--- config.mk ---
export PLATFORM = sky130hd
export DESIGN_NAME = clock_divider_multi_flat
export DESIGN_NICKNAME = d
export VERILOG_FILES = /design/src/rtl/clock_divider_multi_if.sv /design/src/rtl/clock_divider_multi.sv /design/src/flat_wrapper.sv
export SDC_FILE = /design/constraint.sdc
export NUM_CORES = 1
export LEC_CHECK = 0
export CAP_MARGIN = 20
export CORE_MARGIN = 3
export CORE_UTILIZATION = 50
export CTS_BUF_LIST = sky130_fd_sc_hd__clkbuf_8
export DETAILED_ROUTE_END_ITERATION = 7
export HOLD_SLACK_MARGIN = 0.08
export PLACE_DENSITY = 0.68
export SLEW_MARGIN = 10
export SYNTH_ARGS = -nofsm -noshare
export SYNTH_HDL_FRONTEND = slang
export SYNTH_SLANG_ARGS = --single-unit
--- constraint.sdc ---
create_clock -name clk_4mhz -period 3.5 [get_ports clk_4mhz]
set_input_delay 0.7 -clock clk_4mhz [delete_from_list [all_inputs] [get_ports clk_4mhz]]
set_output_delay 0.7 -clock clk_4mhz [all_outputs]
set_load 0.01 [all_outputs]
--- src/rtl/clock_divider_multi_if.sv ---
// Control/status bundle for clock_divider_multi: per-channel half-period, load,
// enable, global sync, and the divided outputs.
`timescale 1ns/1ps
interface clock_divider_multi_if #(
    parameter int CHANNELS = 4,
    parameter int CNT_W    = 16
);
    logic [CHANNELS*CNT_W-1:0] half_period;
    logic [CHANNELS-1:0]       load;
    logic [CHANNELS-1:0]       enable;
    logic                      sync_in;
    logic [CHANNELS-1:0]       clk_out;
    logic [CHANNELS-1:0]       clk_not_out;
    logic [CHANNELS-1:0]       tick;

    modport master (
        output half_period, load, enable, sync_in,
        input  clk_out, clk_not_out, tick
    );

    modport slave (
        input  half_period, load, enable, sync_in,
        output clk_out, clk_not_out, tick
    );
endinterface

--- src/rtl/clock_divider_multi.sv ---
// Multi-channel programmable clock/strobe divider on the 4 MHz system clock.
// Define CLOCK_DIV_TICK_EN to build the per-channel rising-edge tick; otherwise tick is tied to 0.
`timescale 1ns/1ps
module clock_divider_multi #(
    parameter int CHANNELS     = 4,
    parameter int CNT_W        = 16,
    parameter int DEFAULT_HALF = 10000
) (
    input  logic                  clk_4mhz,
    input  logic                  reset,
    clock_divider_multi_if.slave  bus
);

    typedef enum logic [1:0] {
        ST_IDLE   = 2'd0,
        ST_RUN_LO = 2'd1,
        ST_RUN_HI = 2'd2
    } state_t;

    // A half-period of 0 behaves as 1, so the reload value is max(hp,1)-1.
    function automatic logic [CNT_W-1:0] reloadOf(input logic [CNT_W-1:0] hp);
        return (hp == '0) ? '0 : hp - 1'b1;
    endfunction

    localparam logic [CNT_W-1:0] RST_HP = CNT_W'(DEFAULT_HALF);

    logic [CHANNELS-1:0] w_clkOut;
    logic [CHANNELS-1:0] w_clkNotOut;
    logic [CHANNELS-1:0] w_tick;

    for (genvar g = 0; g < CHANNELS; g++) begin : g_ch
        state_t           r_state;
        state_t           w_stateNext;
        logic [CNT_W-1:0] r_hp;
        logic [CNT_W-1:0] r_pend;
        logic [CNT_W-1:0] r_cnt;
        logic             r_pendValid;
        logic             r_clkOut;
        logic             r_clkNot;
        logic [CNT_W-1:0] w_hpNext;
        logic [CNT_W-1:0] w_pendNext;
        logic [CNT_W-1:0] w_cntNext;
        logic             w_pendValidNext;
        logic             w_outNext;
        logic [CNT_W-1:0] w_loadVal;
        logic             w_en;
        logic             w_load;

        assign w_loadVal = bus.half_period[g*CNT_W +: CNT_W];
        assign w_en      = bus.enable[g];
        assign w_load    = bus.load[g];

        // Priority: disable, then sync restart, then normal counting.
        always_comb begin
            w_stateNext     = r_state;
            w_hpNext        = r_hp;
            w_pendNext      = r_pend;
            w_pendValidNext = r_pendValid;
            w_cntNext       = r_cnt;

            if (!w_en) begin
                w_stateNext = ST_IDLE;
                if (w_load) begin
                    w_hpNext        = w_loadVal;
                    w_pendValidNext = 1'b0;
                end
                w_cntNext = reloadOf(w_hpNext);
            end else if (bus.sync_in) begin
                if (w_load) begin
                    w_hpNext = w_loadVal;
                end else if (r_pendValid) begin
                    w_hpNext = r_pend;
                end
                w_pendValidNext = 1'b0;
                w_cntNext       = reloadOf(w_hpNext);
                w_stateNext     = ST_RUN_LO;
            end else begin
                if (w_load) begin
                    w_pendNext      = w_loadVal;
                    w_pendValidNext = 1'b1;
                end
                case (r_state)
                    ST_IDLE: begin
                        w_stateNext = ST_RUN_LO;
                    end
                    default: begin
                        if (r_cnt == '0) begin
                            // A pending value takes effect only here, at a half-period boundary.
                            if (r_pendValid) begin
                                w_hpNext        = r_pend;
                                w_pendValidNext = w_load;
                            end
                            w_cntNext   = reloadOf(w_hpNext);
                            w_stateNext = (r_state == ST_RUN_HI) ? ST_RUN_LO : ST_RUN_HI;
                        end else begin
                            w_cntNext = r_cnt - 1'b1;
                        end
                    end
                endcase
            end

            w_outNext = (w_stateNext == ST_RUN_HI);
        end

        always_ff @(posedge clk_4mhz or negedge reset) begin
            if (!reset) begin
                r_state     <= ST_IDLE;
                r_hp        <= RST_HP;
                r_pend      <= '0;
                r_pendValid <= 1'b0;
                r_cnt       <= reloadOf(RST_HP);
                r_clkOut    <= 1'b0;
                r_clkNot    <= 1'b1;
            end else begin
                r_state     <= w_stateNext;
                r_hp        <= w_hpNext;
                r_pend      <= w_pendNext;
                r_pendValid <= w_pendValidNext;
                r_cnt       <= w_cntNext;
                r_clkOut    <= w_outNext;
                r_clkNot    <= ~w_outNext;
            end
        end

        assign w_clkOut[g]    = r_clkOut;
        assign w_clkNotOut[g] = r_clkNot;

`ifdef CLOCK_DIV_TICK_EN
        logic r_tick;

        always_ff @(posedge clk_4mhz or negedge reset) begin
            if (!reset) begin
                r_tick <= 1'b0;
            end else begin
                r_tick <= w_outNext & ~r_clkOut;
            end
        end

        assign w_tick[g] = r_tick;
`else
        assign w_tick[g] = 1'b0;
`endif
    end

    assign bus.clk_out     = w_clkOut;
    assign bus.clk_not_out = w_clkNotOut;
    assign bus.tick        = w_tick;

endmodule

--- src/flat_wrapper.sv ---
// flat-port wrapper written by rule: the top's interface ports become plain ports
module clock_divider_multi_flat 
#(
    parameter int CHANNELS     = 4,
    parameter int CNT_W        = 16,
    parameter int DEFAULT_HALF = 10000
)
  (clk_4mhz, reset, bus_half_period, bus_load, bus_enable, bus_sync_in, bus_clk_out, bus_clk_not_out, bus_tick);
  clock_divider_multi_if #(.CHANNELS(CHANNELS), .CNT_W(CNT_W)) bus_i ();
  input  logic clk_4mhz;
  input  logic reset;
  input wire logic [$bits(bus_i.half_period)-1:0] bus_half_period;
  input wire logic [$bits(bus_i.load)-1:0] bus_load;
  input wire logic [$bits(bus_i.enable)-1:0] bus_enable;
  input wire logic [$bits(bus_i.sync_in)-1:0] bus_sync_in;
  output wire logic [$bits(bus_i.clk_out)-1:0] bus_clk_out;
  output wire logic [$bits(bus_i.clk_not_out)-1:0] bus_clk_not_out;
  output wire logic [$bits(bus_i.tick)-1:0] bus_tick;
  assign bus_i.half_period = bus_half_period;
  assign bus_i.load = bus_load;
  assign bus_i.enable = bus_enable;
  assign bus_i.sync_in = bus_sync_in;
  assign bus_clk_out = bus_i.clk_out;
  assign bus_clk_not_out = bus_i.clk_not_out;
  assign bus_tick = bus_i.tick;
  clock_divider_multi #(.CHANNELS(CHANNELS), .CNT_W(CNT_W), .DEFAULT_HALF(DEFAULT_HALF)) u_core (.clk_4mhz(clk_4mhz), .reset(reset), .bus(bus_i));
endmodule
==> metrics list, run 1 <==
* Result of the run: finished clean
- Antenna violations before repair: 0
* Final setup viols: 0
* Maximum clock frequency: 318 MHz
- In the post-synthesis netlist, the cell with the most instances is sky130_fd_sc_hd__nor2_1.
- Data required time at the worst endpoint: 3980 ps
- By count the netlist is led by sky130_fd_sc_hd__nor2_1 (272), sky130_fd_sc_hd__nand2_1 (176), sky130_fd_sc_hd__a21oi_1 (161).
- Path class of the lowest-slack min-delay path: reg2reg
- H-Tree Level Count: 2
* Average cell area after synthesis: 8.26 sq um
- Across every metal layer, demand over resource in global routing totals 0.303.
- Summing over every cut layer, the via total after detailed routing is 18400.
- On the final layout, the worst clock skew is 26.9 ps.
* Number of hold violations in the final report: 0
- Wirelength, routed: 60400 microns
* Die X-Extent: 199 microns
* PwrDens: 442 nW/um^2
- Initial detailed-routing violation count: 1577
- Detailed-route vias per instance: 6.37
* Post-synth top flop: sky130_fd_sc_hd__dfrtp_1
- The worst pin sits at a relative slew slack of 0.231.
* Unrepaired setup endpoints after global routing: no
- For the final routed database, the setup TNS stands at 0 ps.
- Counting along the longest clock path gives a buffer depth of 3.
- Summed over all layers, the global routing overflow is 0.
- After layout, the design draws a total of between 9 and 10 mW.
* Bufs and invs on worst path: 1
- CP Data Arrival Time: around 3600 ps
- On the critical path the largest part of the delay comes from simple AND/OR/NAND/NOR gates.
* Proportion of synthesized chip area in sequential cells: 0.289
- Storage element area: 5380 sq um
- After the last flow step, the layout net total stands at 2492.
* Antenna viol nets, final: 0
- The floorplan step defined a die boundary enclosing between 30000 and 40000 sq um.
* DRC violation count after routing: 0
* Largest voltage drop on the vdd net: 0.285 mV
- Yosys top cell area share: 0.210
- The initial utilization of the core area, before any placement, comes to 0.515.
- Slowest cell on the critical path: sky130_fd_sc_hd__nor4_1
* Worst reg-to-reg path cell count: 9
- Weighted congestion at the end of routability-driven global placement: 0.983
- The largest total area in the synthesized netlist belongs to sky130_fd_sc_hd__dfrtp_1.
- Endpoint type of the worst setup path: flop
* Post-CTS clock slew at the launch and capture registers of the worst setup and hold paths: 50 ps
* Final worst path period share: 0.897
* Clock Sinks: 212
- Setup slack closes at approximately 360 ps.
* Post-route worst hold slack: 500 ps
- Clock Latency Late Sink: 610 ps
- The area growth from synthesis to layout is 15.3%.
- At the end of the flow the core is filled with cells to 0.594.
- Worst path max stage delay: 550 ps
* Path length in cells of the critical path: 9
- After detailed placement, the total cell area comes to a little over 20000 sq um.
* Cell breakdown of the critical path: mux2i_1, ha_1, o211ai_1, buf_4, nor4_1, nand2_1, xor2_1, nor2b_1, o32a_1
- Total area of multi-input combinational cells: around 12000 sq um
- Async SR Flop Fraction: 1.00
- The worst setup path is launched from a flop.
- For the pin with the worst max-slew slack, the measured transition is 1150 ps.
* Synthesized instance count: around 2200
* Number of global-route vias before repair: 18000
- Number of enable-type register cells in the synthesized netlist: 0
* Global-route wire length before repair: 97100 microns
- Total non-filler cell area in the finished layout: 21400 sq um
- Min Tclk post-route: 3140 ps
- Flip-flop and latch count after synthesis: 212
- The worst hold path passes through 2 cells.
* Count of yosys warnings during synthesis: 0
- Total standard cell area after synthesis: between 15000 and 20000 sq um
* Overall die height: 199 microns
- DP Cell Count: 2810
- Max-Cap Viols: 0
* LEAKAGE: 8.28 nW
- CTS tree: built
- In this run the core area contains ~70 standard-cell rows.
- Once detailed placement completed, the half-perimeter wirelength came to 45000 microns.
* Pin count of the biggest net entering global routing: 83
- Ranking of synthesized cells by area: sky130_fd_sc_hd__dfrtp_1 (21%), sky130_fd_sc_hd__dfstp_2 (7.9%), sky130_fd_sc_hd__mux2_2 (7.5%), sky130_fd_sc_hd__xnor2_1 (5.5%), sky130_fd_sc_hd__nor2_1 (5.5%)
- OpenSTA, run right after detailed placement, puts the worst setup slack at -46.8 ps.
- Post-CTS setup buffer count: 0
- The number of antenna diodes in the final layout is 0.
- The layout has 3296 filler cells.
- The pre-antenna-repair detailed-routing pass consisted of 6 iterations.
* Critical-path maximum fanout: 5
- Detailed-route wire length per cell: 20.9 microns
- In the final layout, the share of cells above drive strength 1 is 0.190.
- Number of clock buffers inserted by TritonCTS: 41
- Total count of max-transition violations in the final report: 0
- Non-filler instance count after layout: 2887
* Distinct cell type count after synthesis: 98
- The region available for standard cell placement spans 36100 sq um.
- Port buffering added 82 buffers.
- CTS placed an instance of sky130_fd_sc_hd__clkbuf_8 at the clock tree root.
- The worst setup path is of the reg2reg kind.
- For this design the top-level I/O count stands at between 80 and 90.
-- tightest hold or removal path, stage by stage (launching register included) --
cell	delay, ps
sky130_fd_sc_hd__dfstp_2	380
sky130_fd_sc_hd__nand2_1	50
sky130_fd_sc_hd__o31ai_1	60
-- cell families after synthesis --
logic type,Yosys count,synth area share
buffers and inverters,183,0.0442
muxes,215,0.125
AOI/OAI and AO/OA,584,0.204
adders and majority gates,24,0.0162
xor gates and xnor gates,204,0.0962
and+or+nand+nor,826,0.224
DFF,212,0.289
other,1,0.000202
-- state kept, by name (all words and copies together) (netlist names) --
name and cells:
u_core.g_ch.r_clkNot 4, u_core.g_ch.r_clkOut 4, u_core.g_ch.r_cnt 64, u_core.g_ch.r_hp 64, u_core.g_ch.r_pend 64, u_core.g_ch.r_pendValid 4, u_core.g_ch.r_state 8
-- worst paths after layout --
path | end | start | slack [ps]
hold / removal | u_core.g_ch[2].r_hp[13] | u_core.g_ch[2].r_hp[13] | 500
min in group asynchronous | u_core.g_ch[2].r_pend[2] | reset | 630
setup reg to reg | u_core.g_ch[2].r_cnt[14] | u_core.g_ch[2].r_pendValid | 360
hold reg to reg | u_core.g_ch[2].r_hp[13] | u_core.g_ch[2].r_hp[13] | 500
setup / recovery | u_core.g_ch[2].r_cnt[14] | u_core.g_ch[2].r_pendValid | 360
max in group asynchronous | u_core.g_ch[1].r_hp[4] | reset | 1980
-- area by class of cell --
type                       instances  share of cell area
clock buffer                      50              0.0321
clock inverter                    26             0.00496
inverter                          38             0.00666
multi-input combinational       1857               0.579
sequential                       212               0.251
tap                              461              0.0269
timing repair buffer             243              0.0994
-- routing by layer --
metal  global-route usage  vias up  part of all wire
met4                0.103        0             0.033
met5                    0        -                 0
met3               0.0473      149             0.073
met1                0.415     8852              0.44
met2                0.492      810              0.46
li1                     -     8571                 -
-- placed cells by master (no fill, tap or decap), drive strengths merged, types with 87 or more instances in the layout --
| cell | netlist | layout |
|---|---|---|
| a21oi | 161 | 161 |
| buf | 64 | 165 |
| dfrtp | 156 | 156 |
| mux2 | 124 | 124 |
| mux2i | 91 | 91 |
| nand2 | 177 | 177 |
| nor2 | 274 | 274 |
| nor3 | 90 | 90 |
| o21ai | 133 | 133 |
| xnor2 | 117 | 117 |
| xor2 | 87 | 87 |
-- report_power, final --
part           internal [mW]  switching (mW)  leakage [nW]
clock network           1.29            1.15         0.487
logic                   1.54            1.93          5.34
registers               2.98           0.597          2.45
-- timing repair --
item,4_1_cts,5_1_grt
hold buffers,1,0
gates resized for setup,0,0
endpoints found under the hold margin,40,0
(Power assumes the default switching activity.)
==> run 2, diff against run 1 <==
- SKIP_LAST_GASP: not set -> 1
==> results of run 2 <==
Same layout as run 1: the final DEF is identical, and so are final timing and power.
==> run 3, diff against run 2 <==
- clock period: 3.5 -> 3.2 ns (I/O delays scaled with it)
==> metrics list, run 3 (same netlist as run 1, synthesis figures left out) <==
* Post-CTS clock slew at the launch and capture registers of the worst setup and hold paths: 60 ps (about the same)
- The max-cap check violation count was 0 (unchanged).
- Total non-filler cell area in the finished layout: 22300 sq um (+3.9%)
- Fraction of final layout cells with drive strength greater than 1: 0.226 (+0.0354)
- Most frequent standard cell in the layout excluding fill and tap cells: sky130_fd_sc_hd__nor2_1
- Hold Crit Endpoint: u_core.g_ch[2].r_pend[11]
- The setup total negative slack is 0 ps (unchanged).
* Bufs and invs on worst path: 1 (unchanged)
* CTS tree: built
* Worst path max stage delay: 620 ps (+70 ps)
* Number of hold violations in the final report: 0 (unchanged)
- Maximum clock frequency: 326 MHz (+2.5%)
* Nets: 2590 (+3.9%)
* Final worst path period share: 0.958 (+0.0606)
* Detailed-route wire length per cell: 20.8 microns (-0.34%)
- The routed via count divided by cell count is 6.28 (-1.4%).
* Pin count of the biggest net entering global routing: 83 (unchanged)
- The clock latency on the worst-skew pair is 610 ps (about the same).
* Area added between synthesis and finish: 19.9%
- Final setup viols: 0 (unchanged)
* Largest registers: u_core.g_ch.r_cnt (64), u_core.g_ch.r_hp (64), u_core.g_ch.r_pend (64)
- Wirelength, routed: 62100 microns (+2.9%)
- The number of buffers created by CTS came to 41 (unchanged).
- Register-to-register setup slack: 140 ps (-220 ps)
- Broken down by cell family, the worst path's largest delay share belongs to compound AO/OA/AOI/OAI gates.
* Startpoint Class: flop
* Post-CTS setup buffer count: 0 (unchanged)
- Hold depth: 1 (-1)
- H-Tree Level Count: 2 (unchanged)
* Overflow left after global routing: 0 (unchanged)
- LEAKAGE: 8.75 nW (+5.8%)
- Critical-path maximum fanout: 36 (+31)
* Half-perimeter wire length of the detailed placement result: 46400 microns (+3.1%)
- The DRC violation total after the first TritonRoute iteration was 1598 (+1.3%).
- DR vias: 18700 (+1.8%)
- The cell count after placement was 2907 (+3.5%).
* PwrDens: 481 nW/um^2 (+8.9%)
* Path class of the lowest-slack min-delay path: reg2reg
- The worst slack at placement came to -166 ps (-119 ps).
- Overall die height: 199 microns (unchanged)
* Area post-placement: 21400 sq um (+3.8%)
- Antenna violations before repair: 0 (unchanged)
* Result of the run: finished clean
* Post-layout worst setup margin: 135 ps (-225 ps)
- The largest individual stage delay along the critical path comes from the cell sky130_fd_sc_hd__a2111oi_0.
- The top cell types in the final layout, fill and taps aside, are sky130_fd_sc_hd__nor2_1 (271), sky130_fd_sc_hd__buf_4 (245), sky130_fd_sc_hd__nand2_1 (176), sky130_fd_sc_hd__a21oi_1 (161), sky130_fd_sc_hd__dfrtp_1 (156).
* Weighted congestion at the end of routability-driven global placement: 0.994 (+1.2%)
- The total DRC errors in the routed layout is 0 (unchanged).
* Number of core rows: 69 (unchanged)
- Count of port buffers added during placement: 82 (unchanged)
* Clock tree buffer depth: 3 (unchanged)
- The worst register-to-register path begins at u_core.g_ch[2].r_pendValid.
- Category of the most critical setup path: reg2reg
* Final Core Density: 0.617 (+0.0234)
- The transition time at the pin with the least slew margin was 864 ps (-286 ps).
- Slew headroom: 0.421 (+0.190)
- Number of global-route vias before repair: 18100 (+0.50%)
* Global-route wire length before repair: 98700 microns (+1.6%)
* I/O pin count: 87 (unchanged)
- The total die area is 39500 sq um (unchanged).
- Core Box Area: 36100 sq um (unchanged)
* Unrepaired setup endpoints after global routing: no
* ANT cells: 0 (unchanged)
- The minimum clock period came to 3060 ps (-75.4 ps).
* First drt pass iteration count: 6 (unchanged)
* CTS Root Buffer Type: sky130_fd_sc_hd__clkbuf_8
- The horizontal die dimension is 199 microns (unchanged).
* Post-route worst hold slack: 508 ps (+7.96 ps)
- The worst setup path is captured at a flop.
* Data required time at the worst endpoint: 3720 ps (-260 ps)
- The critical path goes through buf_12, nor3b_1, o211ai_1, nor4_1, a311oi_2, a2111oi_0, a21oi_1.
* Antenna viol nets, final: 0 (unchanged)
- The final instance count without filler cells came to 2981 (+3.3%).
* Reg2reg end: u_core.g_ch[2].r_cnt[9]
* CP Data Arrival Time: 3580 ps (-40 ps)
- The overall fraction of global-route tracks in use is 0.311 (+0.00802).
- Initial Util: 0.515 (unchanged)
* Total power after layout: 10.7 mW (+13%)
* Clock Sinks: 212 (unchanged)
- Largest voltage drop on the vdd net: 0.329 mV (+16%)
- The max-slew violation total from the final report came to 0 (unchanged).
- The startpoint identified for the worst hold timing path is u_core.g_ch[2].r_pend[11].
- The worst clock skew on the final layout came to 26.4 ps (-0.512 ps).
- Worst reg-to-reg path cell count: 7 (-2)
## run 3: changes by cell type in the layout (fill, tap and decap cells not counted), moves of 3 or more
| cell | previous run | this run |
|---|---|---|
| sky130_fd_sc_hd__clkinv_2 | 4 | 7 |
| sky130_fd_sc_hd__buf_4 | 151 | 245 |
| sky130_fd_sc_hd__inv_1 | 55 | 46 |
| sky130_fd_sc_hd__buf_12 | 9 | 13 |
## run 3: worst max-delay path by stage
stage / start / endpoint / slack (ps) / cells past startpoint
global placement: bus_load[2] / u_core.g_ch[2].r_cnt[9] / -200 / 10
detailed placement: bus_load[2] / u_core.g_ch[2].r_cnt[9] / -170 / 10
global route: u_core.g_ch[1].r_pendValid / u_core.g_ch[1].r_cnt[12] / 30 / 9
CTS: u_core.g_ch[1].r_cnt[12] / u_core.g_ch[1].r_pendValid / 5 / 6
floorplan: bus_load[2] / u_core.g_ch[2].r_cnt[14] / -20 / 11
finish: u_core.g_ch[2].r_pendValid / u_core.g_ch[2].r_cnt[9] / 140 / 7
## run 3: layer usage
layer | part of all wire | vias to the layer above | wire length, microns | global-route usage
met1 | 0.44 | 9011 | 27200 | 0.432
li1 | - | 8754 | - | -
met3 | 0.073 | 154 | 4550 | 0.0457
met2 | 0.45 | 800 | 28100 | 0.491
met5 | 0 | - | 0 | 0
met4 | 0.037 | 0 | 2280 | 0.124
## run 3: repair_timing
item	in CTS	in global routing
hold buffers	1	0
gates resized for setup	0	1
endpoints found under the hold margin	46	0
endpoints found under the setup margin	0	12
## run 3: report_power, final
group	leakage, nW	internal (mW)	switching, mW
registers	2.45	3.26	0.662
logic	5.82	1.80	2.13
clock network	0.486	1.59	1.28
total	8.75	6.64	4.08
## run 3: area by class of cell
type	instances	area [sq um]
fillers	3258	13800
multi-input cells	1857	12400
flip-flops and latches	212	5380
repair buffers	341	2920
clock buffers	51	702
well taps	461	577
inverters	38	143
clock inverters	21	140
==> RTL edit (settings of run 2) <==
Add a define of `CLOCK_DIV_TICK_EN`.
--- a/src/rtl/clock_divider_multi.sv
+++ b/src/rtl/clock_divider_multi.sv
@@ -1,6 +1,8 @@
 // Multi-channel programmable clock/strobe divider on the 4 MHz system clock.
 // Define CLOCK_DIV_TICK_EN to build the per-channel rising-edge tick; otherwise tick is tied to 0.
 `timescale 1ns/1ps
+`define CLOCK_DIV_TICK_EN
+
 module clock_divider_multi #(
     parameter int CHANNELS     = 4,
     parameter int CNT_W        = 16,
Behaviour: not the same (Yosys sat finds a counterexample within 4 cycles, from zero or initial values and one cycle with reset low).
==> RTL edit against run 2 <==
Power is 12% higher; core utilization rose by 0.76 points; critical endpoint is now u_core.g_ch[1].r_pendValid; area after synthesis increased by 1.6%; worst setup slack worse by 0.11 ns; wire length grew 3.7%; die area increased by 1.6%; sequential cell count is 4 higher; synthesized cell count rose by 1.5%; largest cell class unchanged; design area is 3.5% higher; clock skew grew 0.0063 ns; combinational power grew 3%.
==> RTL edit: results (changes against run 2) <==
run_status: "complete, no violations"
groute.usage.overall_pct: 30.5  # +0.11 points
post_synth_top_cells: "sky130_fd_sc_hd__nand2_1, sky130_fd_sc_hd__nor2_1, sky130_fd_sc_hd__dfrtp_1"
yosys-top-cells-area: "sky130_fd_sc_hd__dfrtp_1, sky130_fd_sc_hd__dfstp_2, sky130_fd_sc_hd__mux2_2"
irDropWorstVdd_v: 0.000431  # +51%
grt_first_pass_wirelength_um: 100000  # +3.4%
postRouteWirelength_um: 62600  # +3.7%
worstHoldPathCells: 1  # -1
routed-wl-met3_um: 4320  # -1.7%
yosys.cell_types.count: 100  # +2.0%
p_leak_uw: 0.00864  # +4.4%
critPathSlowestCell: "sky130_fd_sc_hd__or4_4"
route.top_layer_used: "met4"
synth_sequential_area_ratio_pct: 29.0  # +0.070 points
skew_ns: 0.0332  # +0.00628 ns
layout.nets: 2535  # +1.7%
worstReg2RegEnd: "u_core.g_ch[1].r_pendValid"
portBuffers: 86  # +4.9%
ys_warn_count: 0  # unchanged
cts_buf_count: 44  # +7.3%
routabilityCongestion: 0.971  # -1.2%
detail_route.wirelength.met1_um: 28100  # +7.2%
detailedRoute.firstIterationViolations: 1669  # +5.8%
crit_arrival_ns: 3.64  # +0.02 ns
drt-vias-per-instance: 6.23  # -2.1%
worstReg2RegStart: "u_core.g_ch[1].r_cnt[0]"
detailroute.wirelength.met2_um: 28500  # +2.8%
grt_start_max_net_pins: 64  # -23%
first_global_vias: 18000  # -0.14%
min_to: "u_core.g_ch[3].r_tick"
drive_gt1_share_pct: 19.6  # +0.56 points
reg2reg_slack_ns: 0.25  # -0.11 ns
==> RTL edit: critical path: cells and delay by family (launching register included) <==
family                   cells  cell delay, ns
adder cells (fa/ha/maj)      1            0.16
buffers and inverters        1            0.06
AND/OR/NAND/NOR              6            2.18
AO/OA/AOI/OAI                1            0.23
flip-flops                   1            0.39
==> RTL edit: per-layer routing <==
metal,up-vias,GRT usage [%]
li1,8716,-
met1,8950,43.1
met2,771,48.1
met3,121,4.57
met4,0,9.66
met5,-,0
==> RTL edit: through the flow <==
stage	cell area, um2	power, uW	instances	setup WS (ns)	hold slack (ns)
floorplan	18900	5920	2282	0.0000739	0.404
global placement	21000	7110	2896	0.0702	0.411
detailed placement	21000	7160	2896	-0.00167	0.416
CTS	22200	10600	2977	0.267	0.424
global route	22200	11200	2978	0.138	0.441
finish	22200	10600	2978	0.248	0.419
==> RTL edit: power breakdown <==
part	internal, uW	leakage, uW	switching [uW]	total, uW
combinational	1590	0.00553	1980	3570
clock	2090	0.000597	1260	3360
sequential	3030	0.00252	629	3660
total	6720	0.00864	3870	10600
==> RTL edit: area by class of cell <==
type	count	area, um2	share of cell area, %
Clock buffer	59	812	3.66
Clock inverter	21	298	1.34
Inverter	51	191	0.864
Multi-Input combinational cell	1870	12500	56.5
Sequential cell	216	5480	24.7
Tap cell	504	631	2.84
Timing Repair Buffer	257	2230	10.1
==> RTL edit: cells by family after synthesis <==
group | synth area share, %
AOI/OAI and AO/OA | 20.7
muxes | 13.0
buffers and inverters | 4.60
adders and majority gates | 1.33
and+or+nand+nor | 22.0
DFF | 29.0
xor gates and xnor gates | 9.33
==> RTL edit: worst max-delay path by stage <==
stage / startpoint / slack [ns] / end
floorplan: bus_load[2] / 0.00007 / u_core.g_ch[2].r_cnt[12]
detailed placement: bus_load[2] / -0.002 / u_core.g_ch[2].r_cnt[2]
global route: u_core.g_ch[1].r_pendValid / 0.14 / u_core.g_ch[1].r_cnt[15]
CTS: u_core.g_ch[1].r_cnt[0] / 0.27 / u_core.g_ch[1].r_pendValid
finish: u_core.g_ch[1].r_cnt[0] / 0.25 / u_core.g_ch[1].r_pendValid
global placement: bus_load[2] / 0.07 / u_core.g_ch[2].r_cnt[15]
